File: src/rtl/psum_drain_ctrl.sv
// Drains the psum memory after accumulation: streams every word out on valid/ready and clears it behind the read.
// Optional macro PSUM_DRAIN_RELU_EN applies a per-lane signed ReLU to drained words at FIFO push.
module psum_drain_ctrl #(
    parameter int DATA_WIDTH = 32,
    parameter int ADDR_WIDTH = 32,
    parameter int REG_WIDTH  = 32,
    parameter int BIT_WIDTH  = 8,
    parameter int MEM_DELAY  = 2,
    parameter int FIFO_DEPTH = 4
) (
    input  logic                  clk,
    input  logic                  rst,
    input  logic                  i_start,
    input  logic [REG_WIDTH-1:0]  i_conf_outputsize,
    input  logic [REG_WIDTH-1:0]  i_conf_kernelshape,
    output logic [ADDR_WIDTH-1:0] memctrl0_radd,
    output logic                  memctrl0_rden,
    input  logic [DATA_WIDTH-1:0] memctrl0_odat,
    input  logic                  memctrl0_ovld,
    output logic [ADDR_WIDTH-1:0] memctrl0_wadd,
    output logic                  memctrl0_wren,
    output logic [DATA_WIDTH-1:0] memctrl0_idat,
    output logic [DATA_WIDTH-1:0] o_dat,
    output logic                  o_vld,
    input  logic                  i_rdy,
    output logic                  o_last,
    output logic                  o_busy,
    output logic                  o_done,
    output logic                  o_err
);

    localparam int CNT_W = $clog2(FIFO_DEPTH + 1);
    localparam int PTR_W = (FIFO_DEPTH > 1) ? $clog2(FIFO_DEPTH) : 1;
    localparam int LANES = DATA_WIDTH / BIT_WIDTH;
`ifdef PSUM_DRAIN_RELU_EN
    localparam bit RELU_EN = 1'b1;
`else
    localparam bit RELU_EN = 1'b0;
`endif

    typedef enum logic [1:0] {S_IDLE, S_ISSUE, S_FLUSH, S_DONE} state_t;

    function automatic logic [DATA_WIDTH-1:0] relu(input logic [DATA_WIDTH-1:0] w);
        logic [DATA_WIDTH-1:0] r;
        r = w;
        for (int l = 0; l < LANES; l++) begin
            if (RELU_EN && w[l*BIT_WIDTH + BIT_WIDTH - 1]) begin
                r[l*BIT_WIDTH +: BIT_WIDTH] = '0;
            end
        end
        return r;
    endfunction

    state_t                state_q, state_d;
    logic [REG_WIDTH-1:0]  wmax_q, wmax_d;
    logic [REG_WIDTH-1:0]  word_q, word_d;
    logic [15:0]           gmax_q, gmax_d;
    logic [15:0]           group_q, group_d;
    logic [ADDR_WIDTH-1:0] addr_q, addr_d;
    logic [CNT_W-1:0]      inflight_q, inflight_d;
    logic [CNT_W-1:0]      fifo_cnt_q, fifo_cnt_d;
    logic [PTR_W-1:0]      wr_ptr_q, wr_ptr_d;
    logic [PTR_W-1:0]      rd_ptr_q, rd_ptr_d;
    logic [DATA_WIDTH:0]   fifo_q [FIFO_DEPTH];
    logic [DATA_WIDTH:0]   fifo_d [FIFO_DEPTH];
    logic [ADDR_WIDTH-1:0] apipe_q [MEM_DELAY];
    logic [ADDR_WIDTH-1:0] apipe_d [MEM_DELAY];
    logic [MEM_DELAY-1:0]  lpipe_q, lpipe_d;
    logic                  wren_q, wren_d;
    logic [ADDR_WIDTH-1:0] wadd_q, wadd_d;
    logic                  done_q, done_d;
    logic                  err_q, err_d;

    logic [CNT_W:0]        occupancy;
    logic                  credit;
    logic                  rden;
    logic                  last_issue;
    logic                  ovld_ok;
    logic                  push;
    logic                  pop;
    logic [DATA_WIDTH:0]   head;
    logic [15:0]           kernels;
    logic [15:0]           gmax_start;
    logic                  unused_kshape;

    assign unused_kshape = ^i_conf_kernelshape[15:0];
    assign kernels       = i_conf_kernelshape[31:16];
    // Fewer than four kernels still occupies one group rather than wrapping to 0xFFFF.
    assign gmax_start    = (kernels < 16'd4) ? 16'd0 : ((kernels >> 2) - 16'd1);

    // Reads are only issued while every in-flight word is guaranteed a FIFO slot.
    assign occupancy  = {1'b0, inflight_q} + {1'b0, fifo_cnt_q};
    assign credit     = occupancy < (CNT_W+1)'(FIFO_DEPTH);
    assign rden       = (state_q == S_ISSUE) && credit;
    assign last_issue = rden && (word_q == wmax_q) && (group_q == gmax_q);
    assign ovld_ok    = memctrl0_ovld && (inflight_q != '0);
    assign push       = ovld_ok;
    assign pop        = (fifo_cnt_q != '0) && i_rdy;
    assign head       = fifo_q[rd_ptr_q];

    always_comb begin
        state_d    = state_q;
        wmax_d     = wmax_q;
        word_d     = word_q;
        gmax_d     = gmax_q;
        group_d    = group_q;
        addr_d     = addr_q;
        inflight_d = inflight_q;
        fifo_cnt_d = fifo_cnt_q;
        wr_ptr_d   = wr_ptr_q;
        rd_ptr_d   = rd_ptr_q;
        fifo_d     = fifo_q;
        done_d     = done_q;
        err_d      = err_q | (memctrl0_ovld && (inflight_q == '0));
        wren_d     = ovld_ok;
        wadd_d     = ovld_ok ? apipe_q[MEM_DELAY-1] : wadd_q;

        apipe_d[0] = addr_q;
        lpipe_d[0] = last_issue;
        for (int i = 1; i < MEM_DELAY; i++) begin
            apipe_d[i] = apipe_q[i-1];
            lpipe_d[i] = lpipe_q[i-1];
        end

        case ({rden, ovld_ok})
            2'b10:   inflight_d = inflight_q + CNT_W'(1);
            2'b01:   inflight_d = inflight_q - CNT_W'(1);
            default: inflight_d = inflight_q;
        endcase

        if (push) begin
            fifo_d[wr_ptr_q] = {lpipe_q[MEM_DELAY-1], relu(memctrl0_odat)};
            wr_ptr_d = (wr_ptr_q == PTR_W'(FIFO_DEPTH-1)) ? '0 : wr_ptr_q + PTR_W'(1);
        end
        if (pop) begin
            rd_ptr_d = (rd_ptr_q == PTR_W'(FIFO_DEPTH-1)) ? '0 : rd_ptr_q + PTR_W'(1);
        end
        case ({push, pop})
            2'b10:   fifo_cnt_d = fifo_cnt_q + CNT_W'(1);
            2'b01:   fifo_cnt_d = fifo_cnt_q - CNT_W'(1);
            default: fifo_cnt_d = fifo_cnt_q;
        endcase

        case (state_q)
            S_IDLE, S_DONE: begin
                if (i_start) begin
                    wmax_d  = i_conf_outputsize;
                    gmax_d  = gmax_start;
                    word_d  = '0;
                    group_d = '0;
                    addr_d  = '0;
                    done_d  = 1'b0;
                    state_d = S_ISSUE;
                end
            end
            S_ISSUE: begin
                if (rden) begin
                    addr_d = addr_q + ADDR_WIDTH'(1);
                    if (word_q == wmax_q) begin
                        word_d  = '0;
                        group_d = group_q + 16'd1;
                    end else begin
                        word_d = word_q + REG_WIDTH'(1);
                    end
                    if (last_issue) begin
                        state_d = S_FLUSH;
                    end
                end
            end
            S_FLUSH: begin
                // Finished once the final word leaves the FIFO and nothing is still in flight.
                if ((inflight_q == '0) &&
                    ((fifo_cnt_q == '0) || ((fifo_cnt_q == CNT_W'(1)) && pop))) begin
                    state_d = S_DONE;
                    done_d  = 1'b1;
                end
            end
            default: state_d = S_IDLE;
        endcase
    end

    always_ff @(posedge clk or posedge rst) begin
        if (rst) begin
            state_q    <= S_IDLE;
            wmax_q     <= '0;
            word_q     <= '0;
            gmax_q     <= '0;
            group_q    <= '0;
            addr_q     <= '0;
            inflight_q <= '0;
            fifo_cnt_q <= '0;
            wr_ptr_q   <= '0;
            rd_ptr_q   <= '0;
            for (int i = 0; i < FIFO_DEPTH; i++) fifo_q[i] <= '0;
            for (int i = 0; i < MEM_DELAY; i++) apipe_q[i] <= '0;
            lpipe_q    <= '0;
            wren_q     <= 1'b0;
            wadd_q     <= '0;
            done_q     <= 1'b0;
            err_q      <= 1'b0;
        end else begin
            state_q    <= state_d;
            wmax_q     <= wmax_d;
            word_q     <= word_d;
            gmax_q     <= gmax_d;
            group_q    <= group_d;
            addr_q     <= addr_d;
            inflight_q <= inflight_d;
            fifo_cnt_q <= fifo_cnt_d;
            wr_ptr_q   <= wr_ptr_d;
            rd_ptr_q   <= rd_ptr_d;
            fifo_q     <= fifo_d;
            apipe_q    <= apipe_d;
            lpipe_q    <= lpipe_d;
            wren_q     <= wren_d;
            wadd_q     <= wadd_d;
            done_q     <= done_d;
            err_q      <= err_d;
        end
    end

    assign memctrl0_radd = addr_q;
    assign memctrl0_rden = rden;
    assign memctrl0_wren = wren_q;
    assign memctrl0_wadd = wadd_q;
    assign memctrl0_idat = '0;
    assign o_vld         = (fifo_cnt_q != '0);
    assign o_dat         = o_vld ? head[DATA_WIDTH-1:0] : '0;
    assign o_last        = o_vld & head[DATA_WIDTH];
    assign o_busy        = (state_q == S_ISSUE) || (state_q == S_FLUSH);
    assign o_done        = done_q;
    assign o_err         = err_q;

endmodule

File: config.mk
export PLATFORM = sky130hd
export DESIGN_NAME = psum_drain_ctrl
export DESIGN_NICKNAME = d
export VERILOG_FILES = /design/src/rtl/psum_drain_ctrl.sv
export SDC_FILE = /design/constraint.sdc
export NUM_CORES = 1
export LEC_CHECK = 0
export CAP_MARGIN = 15
export CORE_MARGIN = 3
export CORE_UTILIZATION = 55
export CTS_BUF_LIST = sky130_fd_sc_hd__clkbuf_16
export CTS_CLUSTER_SIZE = 14
export DETAILED_ROUTE_END_ITERATION = 6
export HOLD_SLACK_MARGIN = 0.15
export PLACE_DENSITY = 0.84
export SLEW_MARGIN = 10
export SYNTH_ARGS = -nofsm -noshare
export SYNTH_HDL_FRONTEND = slang
export SYNTH_SLANG_ARGS = --single-unit
File: constraint.sdc
create_clock -name clk -period 15.5 [get_ports clk]
set_input_delay 3.1 -clock clk [delete_from_list [all_inputs] [get_ports clk]]
set_output_delay 3.1 -clock clk [all_outputs]
set_load 0.02 [all_outputs]
======== Word-level counts from Yosys, hierarchy flattened ========
Cells that the tools add are included.
word-level totals
  output and inout bits ................... 135
  word-level logic and storage cells ...... 114
  register bits ........................... 373
cells by class
  muxes and demuxes ....................... 30
  bitwise operators ....................... 4
  equal/unequal tests ..................... 17
  add/sub/neg operators ................... 11
  $lt $le $gt $ge ......................... 5
  reductions and logical operators ........ 26
operators by type and width
  operator               number
  $mux 32                5
  $bwmux 132             1
  $pmux 32 s2            2
  $mux 33                3
  $bmux 33 s2            1
  $demux 33 s2           1
  $add 32x1->32 const B  2
  $mux 16                4
  $eq 32x32->1           1
  $pmux 16 s2            1
  $add 16x1->16 const B  1
  $eq 16x16->1           1
  $lt 16x3->1 const B    1
  $sub 14x1->15 const B  1
  $eq 2x2->1 const B     6
  $mux 2                 6
  $pmux 3 s2             2
  $logic_and 1x1->1      9
  $ne 2x2->1 const B     4
  $reduce_and 4->1       2
  $reduce_bool 2->1      4
  $add 3x1->3 const B    2
  $eq 2x1->1 const B     3
  $ge 3x3->1 const B     2
  20 further kinds       28

======== Logic depth before layout (Yosys ltp) ========
  depth after elaboration ................. 8
  gate-level depth with buffers ........... 11

======== Worst setup path after synthesis ========
Ideal clock, no wire load.
  path type ............................... in2reg
  start ................................... input port memctrl0_ovld
  end ..................................... register inflight_q[2]
  stages .................................. 10
  setup slack ............................. 10599 ps
  arrival time ............................ 4822 ps
  required time ........................... 15421 ps
  cells stage by stage .................... nand2_1 > inv_1 > buf_2 > buf_1 > ha_1 > inv_1 > fa_1 > xor2_1 > nor2_1 > xor2_1
on the way
  longest elaborated chain between the ends .. 3
RTL lines
  what                                             RTL line  source
  start, declared                                  19        input logic memctrl0_ovld,
  $logic_and 1x1->1 *                              96        assign ovld_ok = memctrl0_ovld && (inflight_q != '0);
  named net ovld_ok                                78        logic ovld_ok;
  $eq 2x1->1 or $eq 2x2->1 (tied branches)         125       case ({rden, ovld_ok})
  $pmux 3 s2 or $reduce_bool 2->1 (tied branches)  -
  end signal, assigned                             208       inflight_q <= inflight_d;
  end, declared                                    60        logic [CNT_W-1:0] inflight_q, inflight_d;
The timed path passes the listed nets; every way through them passes the cells marked *.
A chain may end at the register's enable or synchronous reset.

======== Worst setup path after layout ========
  start ................................... register inflight_q[1]
  end ..................................... output port memctrl0_rden
on the way
  longest elaborated chain between the ends .. 3
RTL lines
  what               RTL line  source
  $add 3x3->4        92        assign occupancy = {1'b0, inflight_q} + {1'b0, fifo_cnt_q};
  $lt 4x3->1         93        assign credit = occupancy < (CNT_W+1)'(FIFO_DEPTH);
  $logic_and 1x1->1  94        assign rden = (state_q == S_ISSUE) && credit;
  end, declared      17        output logic memctrl0_rden,
No other way between the ends.

==> impl_metrics.toml <==
[synth]
synth_cell_types = 59
yosys.area.top_type = "dfrtp_1"
synth-warning-count = 0
synth_edf_count = 0
synthTopCellsByCount = "dfrtp_1, mux2_2, nand2_1"
yosys.area.top_type_share_pct = 55.62
async_flop_share_pct = 100.0
ys_seq_area_share_pct = 55.62
postSynthCellCount = 1366
ys.flop_type = "dfrtp_1"
avgSynthCellArea_um2 = 12.22
yosys-top-cells-area = "dfrtp_1, mux2_2, mux4_2"
syn-cell-area_um2 = 16690
ys_ff_latch = 371
synth.most_common_cell = "dfrtp_1"

[worst_setup_path]
reg2reg_to = "fifo_q[101]$_DFFE_PP0P_"
arrival_ps = 2820
worstPathRequired_ps = 12400
cp-start-kind = "register"
critPathCaptureType = "output port"
worstPathMaxFanout = 4
critPathMaxStageDelay_ps = 660
r2r_slack_ps = 12520
slowest_stage = "clkdlybuf4s50_1"
path_cells = "ha_1 -> and3_1 -> nor4_1 -> nand2_1 -> inv_1 -> clkdlybuf4s50_1"
worstSetupPathType = "register to output port"
reg2reg_from = "inflight_q[0]$_DFFE_PP0P_"
r2r_cells = 8

[drt]
via_per_inst = 5.506
first_pass_iters = 7
wl_um = 34030
remaining_drc_errors = 0
drt.antenna.violating_nets = 0
routedWlPerCell_um = 17.63
drt_iter0_markers = 806
vias = 10630

[timing]
tightest_slew_ps = 1055
fin_crit_sh_pct = 38.17
holdWs_ps = 342.5
rsz0062_at_grt = "no"
skew_ps = 20.71
slew-limit-headroom_pct = 29.49
setup_viol = 0
fmax_mhz = 169.0
drv_slew = 0
fin_crit_ps = 5917
hold_viol_final = 0
setup_tns_ps = 0
setup_slack_ps = 9583

[die]
rows = 63
ios = 236
core-area_um2 = 29800
dieArea_um2 = 32470
chipWidth_um = 180.2
initial_core_util_pct = 56.02
fp.dieH_um = 180.2

[pwr]
fin_total_pwr_mw = 3.691
pwr-share-clk_pct = 23.4
p_sw_mw = 1.219
power_density_nw_per_um2 = 186.9
seq_power_share_pct = 38.2
swShare_pct = 33.03
power.internal_mw = 2.472
peakVddDrop_mv = 0.1242
power_frac_comb_pct = 38.5
p_leak_nw = 8.707

[global_route]
grt_max_degree = 143
first_global_vias = 10880
grt-ovfl-total = 0
grt_pass1_wl_um = 56220
grtUsageTotal_pct = 20.87
antenna_found_initial = 2

[finish]
multi_input_area_um2 = 6656
drive_gt1_share_pct = 18.70
fin_area_um2 = 19740
finalNonFillerCells = 1930
register_area_um2 = 9285
n_fill_cell = 2150
fin_nets = 1637
utilization_pct = 66.26
synthToLayoutAreaGrowth_pct = 18.29
diodes = 0

[cts]
ctsHtreeMaxLevel = 2
cts_tree = "yes"
clock_latency_ps = 520
clock-sinks = 371
clkTransAtPathRegs_ps = 60
ctsHoldBuffers = 0
clk_root_buffer_cell = "clkbuf_16"
numCtsBuffers = 40
post-cts-setup-buffers = 0
cts_resized = 0
cts_max_path_buffers = 3

[hold_path]
hold_end = "apipe_q[27]$_DFF_PP0_"
min_path_type = "register to register"
holdPathStages = 0
hold_path_startpoint = "apipe_d[27]$_DFF_PP0_"

[placed_design]
place_area_um2 = 18530
gp_congestion = 0.8393
dp_worst_setup_slack_ps = 9753
io_buffers = 185
dp.cells = 1862
hpwl_um = 21980

[flow_run]
cap_violations = 0

[run_status]
outcome = "completed"
[critical path: cells and delay by family (launching register included)]
family                   cells  cell delay, ps
buffers and inverters        2             820
adder cells (fa/ha/maj)      1             310
flip-flops                   1             400
AND/OR/NAND/NOR              3             760
[logic make-up after synthesis]
kind of cell	Yosys count	share of synthesized area (%)
and+or+nand+nor	407	12.26
DFF	371	55.62
muxes	206	16.07
buffers and inverters	158	5.277
xor gates and xnor gates	107	5.615
AOI/OAI and AO/OA	95	3.508
adders and majority gates	21	1.619
other	1	0.02247
[power by group through the flow]
stage,Clock [mW],Sequential (mW),Combinational [mW]
finish,0.863,1.41,1.42
global route,0.924,1.44,1.54
CTS,0.884,1.41,1.43
detailed placement,0,1.42,1.42
global placement,0,1.40,1.39
floorplan,0,1.37,1.04
[final cells by class]
type | count | area share [%]
Timing Repair Buffer | 202 | 10.13
Inverter | 32 | 0.6464
Clock inverter | 25 | 0.6908
Multi-Input combinational cell | 868 | 33.71
Clock buffer | 42 | 5.323
Sequential cell | 371 | 47.03
Tap cell | 390 | 2.471
[sequential cells by signal, indices dropped and copies added (netlist names), 3 cells and up]
register,count
apipe_d,32
apipe_q,32
fifo_cnt_q,3
fifo_q,132
gmax_q,14
group_q,16
inflight_q,3
memctrl0_radd,32
memctrl0_wadd,32
wmax_q,32
word_q,32
[layout by cell type (no fill, tap or decap), types with 16 or more instances in the layout]
master / count
clkdlybuf4s50_1: 185
clkbuf_16: 42
o21ai_0: 30
mux4_2: 33
conb_1: 32
buf_4: 16
a21oi_1: 31
mux2_2: 166
nand2_1: 156
inv_1: 42
xnor2_1: 67
xor2_1: 40
dfrtp_1: 370
nand3_1: 28
nand4_1: 34
and2_1: 35
nor2_1: 70
ha_1: 20
[per-layer routing]
layer | vias up | GRT usage (%) | wire length (µm)
met5 | - | 0 | 16
met4 | 4 | 4.636 | 635
li1 | 4919 | - | -
met1 | 5383 | 27.69 | 14270
met2 | 269 | 35.90 | 17240
met3 | 51 | 4.279 | 1868
[worst max path at each step]
stage	from	endpoint	slack, ps	depth (start not counted)
6_report	inflight_q[1]$_DFFE_PP0P_	memctrl0_rden	9580	6
5_1_grt	fifo_cnt_q[1]$_DFFE_PP0P_	memctrl0_rden	9390	6
4_1_cts	fifo_cnt_q[1]$_DFFE_PP0P_	memctrl0_rden	9520	6
3_5_place_dp	i_start	group_q[0]$_DFFE_PP0P_	9750	6
3_3_place_gp	i_start	group_q[0]$_DFFE_PP0P_	9770	6
2_1_floorplan	rst	apipe_d[0]$_DFF_PP0_	2100	1
No activity file was read; power rests on OpenSTA's default activity.
